==> config.mk <==
export PLATFORM = sky130hd
export DESIGN_NAME = instr_prefetch_queue
export DESIGN_NICKNAME = d
export VERILOG_FILES = /design/src/rtl/instr_prefetch_queue_pkg.sv /design/src/rtl/instr_prefetch_queue_sync_fifo_fwft.sv /design/src/rtl/instr_prefetch_queue.sv
export SDC_FILE = /design/constraint.sdc
export NUM_CORES = 1
export LEC_CHECK = 0
export ABC_CLOCK_PERIOD_IN_PS = 2700
export BUFFER_PORTS_ARGS = -buffer_cell sky130_fd_sc_hd__buf_2
export CAP_MARGIN = 5
export CORE_MARGIN = 3
export CORE_UTILIZATION = 25
export CTS_BUF_LIST = sky130_fd_sc_hd__clkbuf_8
export CTS_CLUSTER_SIZE = 40
export DETAILED_ROUTE_END_ITERATION = 7
export GPL_ROUTABILITY_DRIVEN = 0
export HOLD_SLACK_MARGIN = 0.1
export PLACE_DENSITY = 0.45
export SYNTH_ARGS = -nofsm -noshare
export SYNTH_HDL_FRONTEND = slang
export SYNTH_HIERARCHICAL = 1
export SYNTH_SLANG_ARGS = --single-unit
export TNS_END_PERCENT = 5
==> constraint.sdc <==
create_clock -name clk -period 2.7 [get_ports clk]
set_input_delay 0.54 -clock clk [delete_from_list [all_inputs] [get_ports clk]]
set_output_delay 0.54 -clock clk [all_outputs]
set_load 0.02 [all_outputs]
==> src/rtl/instr_prefetch_queue_pkg.sv <==
// Shared definitions for the instruction prefetch queue: opcode field, NOP encoding, queue states.
package instr_prefetch_queue_pkg;

  localparam int OPC_LSB = 0;
  localparam int OPC_W   = 5;
  localparam logic [OPC_W-1:0] BLOCK_INSTR_NOP = 5'h13;

  typedef enum logic [0:0] {
    Q_RUN       = 1'b0,
    Q_WAIT_TICK = 1'b1
  } queue_state_e;

  function automatic logic is_nop(input logic [OPC_W-1:0] opc);
    return opc == BLOCK_INSTR_NOP;
  endfunction

endpackage

==> src/rtl/instr_prefetch_queue_sync_fifo_fwft.sv <==
// First-word-fall-through FIFO: head visible combinationally from registered storage.
// Pushes beyond capacity are the caller's responsibility; clear and reset empty the queue.
module sync_fifo_fwft #(
  parameter int width = 8,
  parameter int depth = 4
) (
  input  logic                     clk,
  input  logic                     reset,
  input  logic                     i_clear,
  input  logic                     i_push,
  input  logic [width-1:0]         i_push_dat,
  input  logic                     i_pop,
  output logic                     o_vld,
  output logic [width-1:0]         o_head_dat,
  output logic [$clog2(depth):0]   o_level
);
  localparam int AW = $clog2(depth);

  logic [width-1:0] r_mem [depth];
  logic [AW-1:0]    r_wr_ptr;
  logic [AW-1:0]    r_rd_ptr;
  logic [AW:0]      r_level;
  logic             w_do_pop;

  assign w_do_pop   = i_pop && (r_level != '0);
  assign o_vld      = (r_level != '0);
  assign o_level    = r_level;
  assign o_head_dat = r_mem[r_rd_ptr];

  always_ff @(posedge clk) begin
    if (reset || i_clear) begin
      r_wr_ptr <= '0;
      r_rd_ptr <= '0;
      r_level  <= '0;
    end else begin
      if (i_push)   r_wr_ptr <= r_wr_ptr + 1'b1;
      if (w_do_pop) r_rd_ptr <= r_rd_ptr + 1'b1;
      r_level <= r_level + (AW+1)'(i_push) - (AW+1)'(w_do_pop);
    end
  end

  always_ff @(posedge clk) begin
    if (i_push && !reset && !i_clear) r_mem[r_wr_ptr] <= i_push_dat;
  end

endmodule

==> src/rtl/instr_prefetch_queue.sv <==
// Instruction prefetch: issues block reads under credit, drops NOP returns, queues {word, block}.
// Optional frame mode runs one pass per sample_tick; flush and reset discard queue and in-flight read.
module instr_prefetch_queue
  import instr_prefetch_queue_pkg::*;
#(
  parameter int instr_width = 32,
  parameter int n_blocks    = 256,
  parameter int depth       = 4
) (
  input  logic                        clk,
  input  logic                        reset,
  input  logic                        enable,
  input  logic                        flush,
  input  logic                        frame_mode,
  input  logic                        sample_tick,
  input  logic [$clog2(n_blocks)-1:0] n_blocks_running,
  input  logic [$clog2(n_blocks)-1:0] last_block,
  output logic [$clog2(n_blocks)-1:0] instr_read_addr,
  input  logic [instr_width-1:0]      instr_read_val,
  output logic                        out_valid,
  input  logic                        out_ready,
  output logic [instr_width-1:0]      instr_out,
  output logic [$clog2(n_blocks)-1:0] block_out,
  output logic                        frame_done,
  output logic                        tick_overrun,
  output logic [$clog2(depth):0]      level
);
  localparam int AW = $clog2(n_blocks);
  localparam int LW = $clog2(depth) + 1;
  localparam int FW = instr_width + AW;

  queue_state_e  r_state;
  logic [AW-1:0] r_addr;
  logic [AW-1:0] r_tag;
  logic          r_inflight;
  logic          r_tick_pending;

  logic [LW:0]   w_used;
  logic          w_issue;
  logic          w_push;
  logic          w_restart;
  logic [AW-1:0] w_next_addr;
  logic [FW-1:0] w_head;

  // Credit counts the in-flight read so a return always has a free slot.
  assign w_used      = {1'b0, level} + {{LW{1'b0}}, r_inflight};
  assign w_issue     = enable && (r_state == Q_RUN) && (n_blocks_running != '0)
                       && (w_used < (LW+1)'(depth));
  assign w_next_addr = (r_addr == last_block || r_addr == AW'(n_blocks - 1)) ? '0 : r_addr + 1'b1;
  assign w_push      = r_inflight && !flush && !is_nop(instr_read_val[OPC_LSB +: OPC_W]);
  assign w_restart   = (r_state == Q_WAIT_TICK) && frame_mode && r_tick_pending;

  assign instr_read_addr = r_addr;
  assign frame_done      = r_inflight && frame_mode && (r_tag == last_block) && !flush && !reset;
  assign tick_overrun    = frame_mode && sample_tick && r_tick_pending && !flush && !reset;

  always_ff @(posedge clk) begin
    if (reset || flush) begin
      r_state        <= Q_RUN;
      r_addr         <= '0;
      r_tag          <= '0;
      r_inflight     <= 1'b0;
      r_tick_pending <= 1'b0;
    end else begin
      r_inflight <= w_issue;
      if (w_issue) r_tag <= r_addr;
      if (w_restart)                      r_tick_pending <= 1'b0;
      else if (frame_mode && sample_tick) r_tick_pending <= 1'b1;
      case (r_state)
        Q_RUN: begin
          if (w_issue) begin
            r_addr <= w_next_addr;
            if (frame_mode && r_addr == last_block) r_state <= Q_WAIT_TICK;
          end
        end
        Q_WAIT_TICK: begin
          if (!frame_mode) begin
            r_state <= Q_RUN;
          end else if (r_tick_pending) begin
            r_state <= Q_RUN;
            r_addr  <= '0;
          end
        end
        default: r_state <= Q_RUN;
      endcase
    end
  end

  sync_fifo_fwft #(
    .width (FW),
    .depth (depth)
  ) u_fifo (
    .clk        (clk),
    .reset      (reset),
    .i_clear    (flush),
    .i_push     (w_push),
    .i_push_dat ({instr_read_val, r_tag}),
    .i_pop      (out_ready),
    .o_vld      (out_valid),
    .o_head_dat (w_head),
    .o_level    (level)
  );

  assign instr_out = w_head[FW-1:AW];
  assign block_out = w_head[AW-1:0];

endmodule

==> results of run 1 <==
cells by family after synthesis:
kind of cell             Yosys count  share of synthesized area
AO/OA/AOI/OAI                     25                     0.0232
XOR/XNOR                          18                     0.0232
flip-flops                       188                      0.722
adder cells (fa/ha/maj)            8                     0.0145
AND/OR/NAND/NOR                   84                     0.0601
multiplexers                      45                      0.128
buffers and inverters             30                     0.0285
final timing paths:
kind                                 from                       endpoint  slack (ns)  cells past startpoint
min                     instr_read_val[9]  u_fifo/r_mem[2][17]$_DFFE_PP_        0.30                      1
min reg2reg         r_tag[5]$_SDFFE_PP0P_          r_tag[5]$_SDFFE_PP0P_        0.54                      2
max reg2reg  u_fifo/o_level[1]$_SDFF_PP0_   u_fifo/o_level[2]$_SDFF_PP0_        0.64                      7
max                                  flop                   block_out[5]        0.32                      3
flip-flops by register name, summed over array words and instances, names as in the netlist, named ones only:
| signal | flops |
|---|---|
| instr_read_addr | 8 |
| r_inflight | 1 |
| r_state | 1 |
| r_tag | 8 |
| r_tick_pending | 1 |
| u_fifo/o_level | 3 |
| u_fifo/r_mem | 160 |
| u_fifo/r_rd_ptr | 2 |
| u_fifo/r_wr_ptr | 2 |
per-layer routing:
| metal | up-vias | routed length, um | global-route usage |
|---|---|---|---|
| li1 | 1825 | - | - |
| met1 | 2052 | 6600 | 0.129 |
| met2 | 111 | 8120 | 0.179 |
| met3 | 8 | 1020 | 0.0311 |
| met4 | 2 | 125 | 0.0234 |
| met5 | - | 20 | 0 |
report_power, final:
part | internal, mW | switching (mW)
Clock | 0.764 | 1.05
Sequential | 3.14 | 0.00859
Combinational | 0.0730 | 0.104
Total | 3.98 | 1.16
per-stage QoR:
step,std cells,utilization,setup slack [ns]
after floorplan,398,-,0.348
after global placement,882,0.292,0.468
after detailed placement,882,0.292,0.414
after CTS,914,0.305,0.0353
after global routing,919,0.307,0.190
final,919,0.307,0.319
area by class of cell:
type / count / share of cell area
Inverter: 12 / 0.00506
Sequential cell: 188 / 0.604
Clock buffer: 17 / 0.0263
Multi-Input combinational cell: 180 / 0.209
Tap cell: 384 / 0.0540
Timing Repair Buffer: 123 / 0.0847
Clock inverter: 15 / 0.0174
synthesized netlist by cell type (2+ instances only):
library cell    n  area (um^2)
dfxtp_1        28          561
o21ai_1         2         10.0
mux2_2          3         33.8
and2_1          3         18.8
and3_1          7         43.8
mux2i_1         2         20.0
nor2_1         10         37.5
edfxtp_1      160         4800
a21oi_1        11         55.1
inv_1          12         45.0
buf_12          4         80.1
nand4_1         8         50.1
o211ai_1        4         30.0
mux4_2         40          901
ha_1            7         87.6
nand3_1        11         55.1
buf_6           3         33.8
xnor2_1         9         78.8
nor3b_1         2         15.0
nor3_1          7         35.0
nand4b_1        2         17.5
nor4_2          2         25.0
clkbuf_1        2         7.51
nand2_1        24         90.1
xor2_1          8         70.1
buf_2           9         45.0
nor4_1          2         12.5
==> results.py, run 1 <==
metrics = {
    "setup_path": {
        "crit_fanout": 9,
        "crit_buf_inv": 2,
        "critPathLaunchType": "flop",
        "path_cells": "buf_4 > mux4_2 > buf_2",
        "cp.required_ns": 2.16,
        "path_delay_family": "multiplexers",
        "critPathKind": "reg -> out",
        "worstPathArrival_ns": 1.84,
        "cp_slowest_cell": "mux4_2",
        "slowest_delay_ns": 0.55,
        "cp-end-kind": "output port",
    },
    "clock_network": {
        "cts_inserted_buffers": 17,
        "cts_tree": "built",
        "clockBufferDepth": 2,
        "clk_latency_ns": 0.45,
        "root_buffer": "clkbuf_8",
        "postCtsResizedCells": 0,
        "htree_levels": 4,
        "cts_hold_buffers": 0,
        "path_clk_slew_ns": 0.10,
        "clock_sink_count": 188,
        "post_cts_buffers": 0,
    },
    "place": {
        "placed_area_mm2": 0.00847,
        "place_hpwl_mm": 10.4,
        "port-buffer-count": 108,
    },
    "timing": {
        "tns_ns": 0,
        "layout_min_cycle_time_ns": 2.38,
        "holdWs_ns": 0.303,
        "worstMarginPinSlew_ns": 0.582,
        "slew_viol_final": 0,
        "timing.final.crit_share": 0.882,
        "maxSlewHeadroom": 0.609,
        "setup_viol": 0,
        "finalClockSkew_ns": 0.0183,
        "fmax_mhz": 420,
        "finalHoldViolations": 0,
        "rsz0062_at_grt": "no",
    },
    "yosys": {
        "synth_area_per_cell_um2": 18.7,
        "ys_ff_latch": 188,
        "netlist_area_mm2": 0.00743,
        "yosysSeqAreaShare": 0.722,
        "synthFlopType": "edfxtp_1",
        "async_flop_share": 0,
        "synth_cell_types": 43,
        "synth_edf_count": 160,
        "yosys_warnings": 6,
        "syn_nets": 461,
        "syn_inst": 398,
    },
    "routing": {
        "wl_per_cell_um": 17.3,
        "avgViaCountPerCell": 4.35,
        "vias": 3998,
        "drtPass1Iterations": 4,
        "drt_iter0_drc": 159,
        "antenna_left": 0,
        "finalWirelength_mm": 15.9,
        "drc": 0,
    },
    "final_layout": {
        "final_common_cell": "edfxtp_1",
        "layout_common_cells": "edfxtp_1 (160), buf_2 (108), mux4_2 (40)",
        "seq_area_mm2": 0.00537,
        "multiInputGateArea_mm2": 0.00186,
        "syn_to_final_growth_pct": 19.7,
        "nets": 585,
        "layout-drive-gt1-share": 0.391,
        "design_area_mm2": 0.00890,
        "antenna-diode-count": 0,
        "fillers": 2874,
    },
    "floorplanning": {
        "io_pins": 109,
        "coreArea_mm2": 0.0290,
        "initial_core_util": 0.256,
        "dieArea_mm2": 0.0318,
        "die_w_um": 178,
        "placementRows": 62,
        "die_h_um": 178,
    },
    "global_routing": {
        "grt.overflow.total": 0,
        "grt_pass1_wl_mm": 24.9,
        "antenna_found_initial": 1,
        "track_usage": 0.104,
        "grt_pass1_vias": 4233,
        "grt_max_degree": 41,
    },
    "pwr": {
        "leakagePower_nw": 2.96,
        "vdd_drop_max_mv": 0.368,
        "total_power_mw": 5.14,
        "p_per_area_mw_per_mm2": 578,
    },
    "worst_hold_path": {
        "hold_class": "in -> reg",
    },
    "run": {
        "cap_violations": 0,
    },
    "run_status": {
        "status": "finished clean",
    },
}
Power figures use the tool's default switching activity.
==> inputs of run 2 (changes only) <==
Settings changed: MAX_ROUTING_LAYER set to met4.
==> results.py, run 2 (synthesis results as in run 1) <==
metrics = {
    "final_layout": {
        "post-route-util": 0.307,
        "top_register": "u_fifo/r_mem",
        "syn_to_final_growth_pct": 19.8,
        "final_cells": 920,
        "nets": 585,
        "largest_register_ffs": 160,
        "layout_common_cells": "edfxtp_1 (160), buf_2 (108), mux4_2 (40)",
        "layout-drive-gt1-share": 0.391,
        "final_common_cell": "edfxtp_1",
    },
    "setup_path": {
        "worstPathArrival_ns": 1.84,
        "cp.required_ns": 2.16,
        "crit_fanout": 9,
        "critPathKind": "reg -> out",
        "critPathLaunchType": "flop",
        "cp-end-kind": "output port",
    },
    "place": {
        "place_hpwl_mm": 10.4,
        "preCtsSetupSlack_ns": 0.414,
        "dp.cells": 882,
        "port-buffer-count": 108,
    },
    "timing": {
        "finalHoldViolations": 0,
        "slew_viol_final": 0,
        "tns_ns": 0,
        "fin_ws_ns": 0.322,
        "fmax_mhz": 420,
        "setup_viol": 0,
        "rsz0062_at_grt": "no",
        "timing.final.crit_share": 0.881,
        "finalClockSkew_ns": 0.0183,
        "maxSlewHeadroom": 0.603,
        "worstMarginPinSlew_ns": 0.592,
        "layout_min_cycle_time_ns": 2.38,
    },
    "floorplanning": {
        "die_w_um": 178,
        "placementRows": 62,
        "dieArea_mm2": 0.0318,
        "die_h_um": 178,
        "initial_core_util": 0.256,
        "io_pins": 109,
        "coreArea_mm2": 0.0290,
    },
    "clock_network": {
        "post_cts_buffers": 0,
        "clock_sink_count": 188,
        "path_clk_slew_ns": 0.10,
        "clk_latency_ns": 0.45,
        "cts_inserted_buffers": 17,
        "clockBufferDepth": 2,
        "postCtsResizedCells": 0,
        "htree_levels": 4,
        "cts_hold_buffers": 0,
        "root_buffer": "clkbuf_8",
        "cts_tree": "built",
    },
    "global_routing": {
        "antenna_found_initial": 1,
        "grt_pass1_wl_mm": 24.9,
        "grt_pass1_vias": 4237,
        "track_usage": 0.107,
        "grt_max_degree": 41,
        "grt.overflow.total": 0,
    },
    "routing": {
        "drt_iter0_drc": 159,
        "vias": 3969,
        "antenna_left": 0,
        "drtPass1Iterations": 5,
        "finalWirelength_mm": 16.0,
        "drc": 0,
        "wl_per_cell_um": 17.3,
        "avgViaCountPerCell": 4.31,
    },
    "pwr": {
        "total_power_mw": 5.14,
        "leakagePower_nw": 2.96,
        "vdd_drop_max_mv": 0.369,
        "p_per_area_mw_per_mm2": 577,
    },
    "run_status": {
        "status": "finished clean",
    },
    "run": {
        "cap_violations": 0,
    },
    "worst_hold_path": {
        "hold_class": "in -> reg",
    },
}
## run 2: path summary, 6_finish.rpt
| check | slack, ns | end | startpoint | cells after the start |
|---|---|---|---|---|
| setup / recovery | 0.32 | block_out[5] | flop | 3 |
| hold / removal | 0.30 | u_fifo/r_mem[2][17]$_DFFE_PP_ | instr_read_val[9] | 1 |
| setup reg to reg | 0.64 | u_fifo/o_level[2]$_SDFF_PP0_ | u_fifo/o_level[1]$_SDFF_PP0_ | 7 |
| hold reg to reg | 0.54 | r_tag[7]$_SDFFE_PP0P_ | r_tag[7]$_SDFFE_PP0P_ | 2 |
## run 2: report_power, final
part | total, mW | switching (mW) | internal (mW)
clock | 1.81 | 1.04 | 0.764
sequential | 3.15 | 0.00875 | 3.14
combinational | 0.177 | 0.104 | 0.0730
## run 2: critical path: stages, from the launching register on
cell,delay (ns)
dfxtp_4,0.41
buf_4,0.25
mux4_2,0.55
buf_2,0.18
## run 2: per-stage QoR
stage,cell area [um^2],hold slack (ns)
after floorplan,7430,0.487
after detailed placement,8470,0.523
after global routing,8900,0.254
after CTS,8860,0.261
final,8900,0.305
after global placement,8470,0.514
## run 2: final cells by class
type	instances	area [um^2]
inverter	12	45.0
antenna	1	2.50
multi-input combinational	180	1860
clock buffer	17	234
clock inverter	15	155
timing repair buffer	123	753
fill	2874	20100
tap	384	480
sequential	188	5370
## run 2: layer usage
| metal | up-vias | share of wire | global-route usage |
|---|---|---|---|
| li1 | 1829 | - | - |
| met5 | - | 0 | - |
| met3 | 6 | 0.051 | 0.0298 |
| met4 | 0 | 0.0076 | 0.0234 |
| met1 | 2039 | 0.43 | 0.130 |
| met2 | 95 | 0.51 | 0.179 |
==> inputs of run 3 (changes only) <==
Settings changed: ABC_CLOCK_PERIOD_IN_PS 2700 to not set, CORE_MARGIN 3 to 5, PLACE_DENSITY 0.45 to 0.38.
==> results.py, run 3 (synthesis results as in run 1) <==
metrics = {
    "clock_network": {
        "root_buffer": "clkbuf_8",
        "cts_inserted_buffers": 17,
        "htree_levels": 4,
        "clock_sink_count": 188,
        "cts_tree": "built",
        "post_cts_buffers": 0,
        "postCtsResizedCells": 0,
        "path_clk_slew_ns": 0.10,
        "clockBufferDepth": 2,
        "cts_hold_buffers": 0,
        "clk_latency_ns": 0.45,
    },
    "timing": {
        "worstMarginPinSlew_ns": 0.667,
        "tns_ns": 0,
        "fmax_mhz": 404,
        "finalHoldViolations": 0,
        "layout_min_cycle_time_ns": 2.48,
        "setup_viol": 0,
        "maxSlewHeadroom": 0.553,
        "timing.final.crit_share": 0.917,
        "fin_ws_ns": 0.223,
        "finalClockSkew_ns": 0.0194,
        "rsz0062_at_grt": "no",
        "slew_viol_final": 0,
    },
    "place": {
        "port-buffer-count": 108,
        "place_hpwl_mm": 10.9,
        "dp.cells": 890,
        "preCtsSetupSlack_ns": 0.443,
    },
    "global_routing": {
        "grt_pass1_wl_mm": 25.2,
        "track_usage": 0.103,
        "use_met1": 0.136,
        "top_usage_layer": "met2",
        "grt_pass1_vias": 4302,
        "met3_usage": 0.0263,
        "grt.overflow.total": 0,
        "met2_usage": 0.161,
        "antenna_found_initial": 0,
        "grt_max_degree": 41,
    },
    "final_layout": {
        "top_register": "u_fifo/r_mem",
        "post-route-util": 0.300,
        "syn_to_final_growth_pct": 19.1,
        "fillers": 2979,
        "layout_common_cells": "edfxtp_1 (160), buf_2 (108), mux4_2 (40)",
        "layout-drive-gt1-share": 0.385,
        "antenna-diode-count": 0,
        "final_cells": 922,
        "nets": 582,
        "multiInputGateArea_mm2": 0.00186,
        "largest_register_ffs": 160,
        "final_common_cell": "edfxtp_1",
        "seq_area_mm2": 0.00537,
    },
    "pwr": {
        "comb_power_share": 0.033,
        "p_per_area_mw_per_mm2": 597,
        "vdd_drop_max_mv": 0.273,
        "swShare": 0.215,
        "p_seq_frac": 0.596,
        "internal-power_mw": 4.15,
        "leakagePower_nw": 2.95,
        "total_power_mw": 5.28,
        "power.switching_mw": 1.14,
        "clock_power_share": 0.371,
    },
    "setup_path": {
        "reg2reg_depth": 7,
        "crit_fanout": 40,
        "r2r-end": "u_fifo/o_level[2]$_SDFF_PP0_",
        "r2r-start": "u_fifo/o_level[1]$_SDFF_PP0_",
        "cp-end-kind": "output port",
        "critPathLaunchType": "flop",
        "r2r_setup_slack_ns": 0.68,
        "setup.worst_path.end": "instr_out[17]",
        "cp.required_ns": 2.16,
        "worstPathArrival_ns": 1.94,
        "critPathKind": "reg -> out",
    },
    "floorplanning": {
        "coreArea_mm2": 0.0295,
        "dieArea_mm2": 0.0333,
        "io_pins": 109,
        "initial_core_util": 0.252,
        "placementRows": 63,
        "die_h_um": 182,
        "die_w_um": 182,
    },
    "run_status": {
        "status": "finished clean",
    },
    "routing": {
        "wl_per_cell_um": 17.6,
        "drtPass1Iterations": 4,
        "avgViaCountPerCell": 4.25,
        "drt_iter0_drc": 133,
        "finalWirelength_mm": 16.3,
        "drc": 0,
        "vias": 3918,
        "antenna_left": 0,
    },
    "worst_hold_path": {
        "hold_class": "in -> reg",
    },
    "run": {
        "cap_violations": 0,
    },
}
[run 3: layer usage]
layer  vias up  wire length, um
met5         -                0
met4         0              133
met3         8              687
met2       103             7690
met1      1993             7750
li1       1814                -
[run 3: per-stage QoR]
stage / hold WS (ns) / instance area, um^2
2_1_floorplan: 0.487 / 7430
3_3_place_gp: 0.518 / 8430
3_5_place_dp: 0.538 / 8430
4_1_cts: 0.262 / 8850
5_1_grt: 0.254 / 8850
6_report: 0.296 / 8850
[run 3: layout make-up]
type,count,share of cell area
well taps,390,0.0551
multi-input cells,180,0.210
inverters,12,0.00509
clock buffers,17,0.0264
repair buffers,120,0.0755
flip-flops and latches,188,0.607
clock inverters,15,0.0213
[run 3: power groups by stage]
stage	registers, mW	clock network [mW]	logic, mW
floorplan	3.22	0	0.0843
finish	3.15	1.96	0.174
detailed placement	3.22	0	0.178
global route	3.15	2.15	0.195
CTS	3.15	2.02	0.179
global placement	3.21	0	0.175
[run 3: how the worst min path moves through the flow]
stage | from | end | cells after the start
6_report | instr_read_val[30] | u_fifo/r_mem[2][38]$_DFFE_PP_ | 1
5_1_grt | instr_read_val[30] | u_fifo/r_mem[2][38]$_DFFE_PP_ | 1
4_1_cts | instr_read_val[30] | u_fifo/r_mem[2][38]$_DFFE_PP_ | 1
3_3_place_gp | r_tag[0]$_SDFFE_PP0P_ | r_tag[0]$_SDFFE_PP0P_ | 2
3_5_place_dp | r_tag[6]$_SDFFE_PP0P_ | r_tag[6]$_SDFFE_PP0P_ | 2
2_1_floorplan | r_tag[0]$_SDFFE_PP0P_ | r_tag[0]$_SDFFE_PP0P_ | 2
[run 3: worst max-delay path: stages (launching register included)]
cell and delay, ns:
dfxtp_4 0.36, buf_12 0.30, mux4_2 0.59, buf_2 0.18
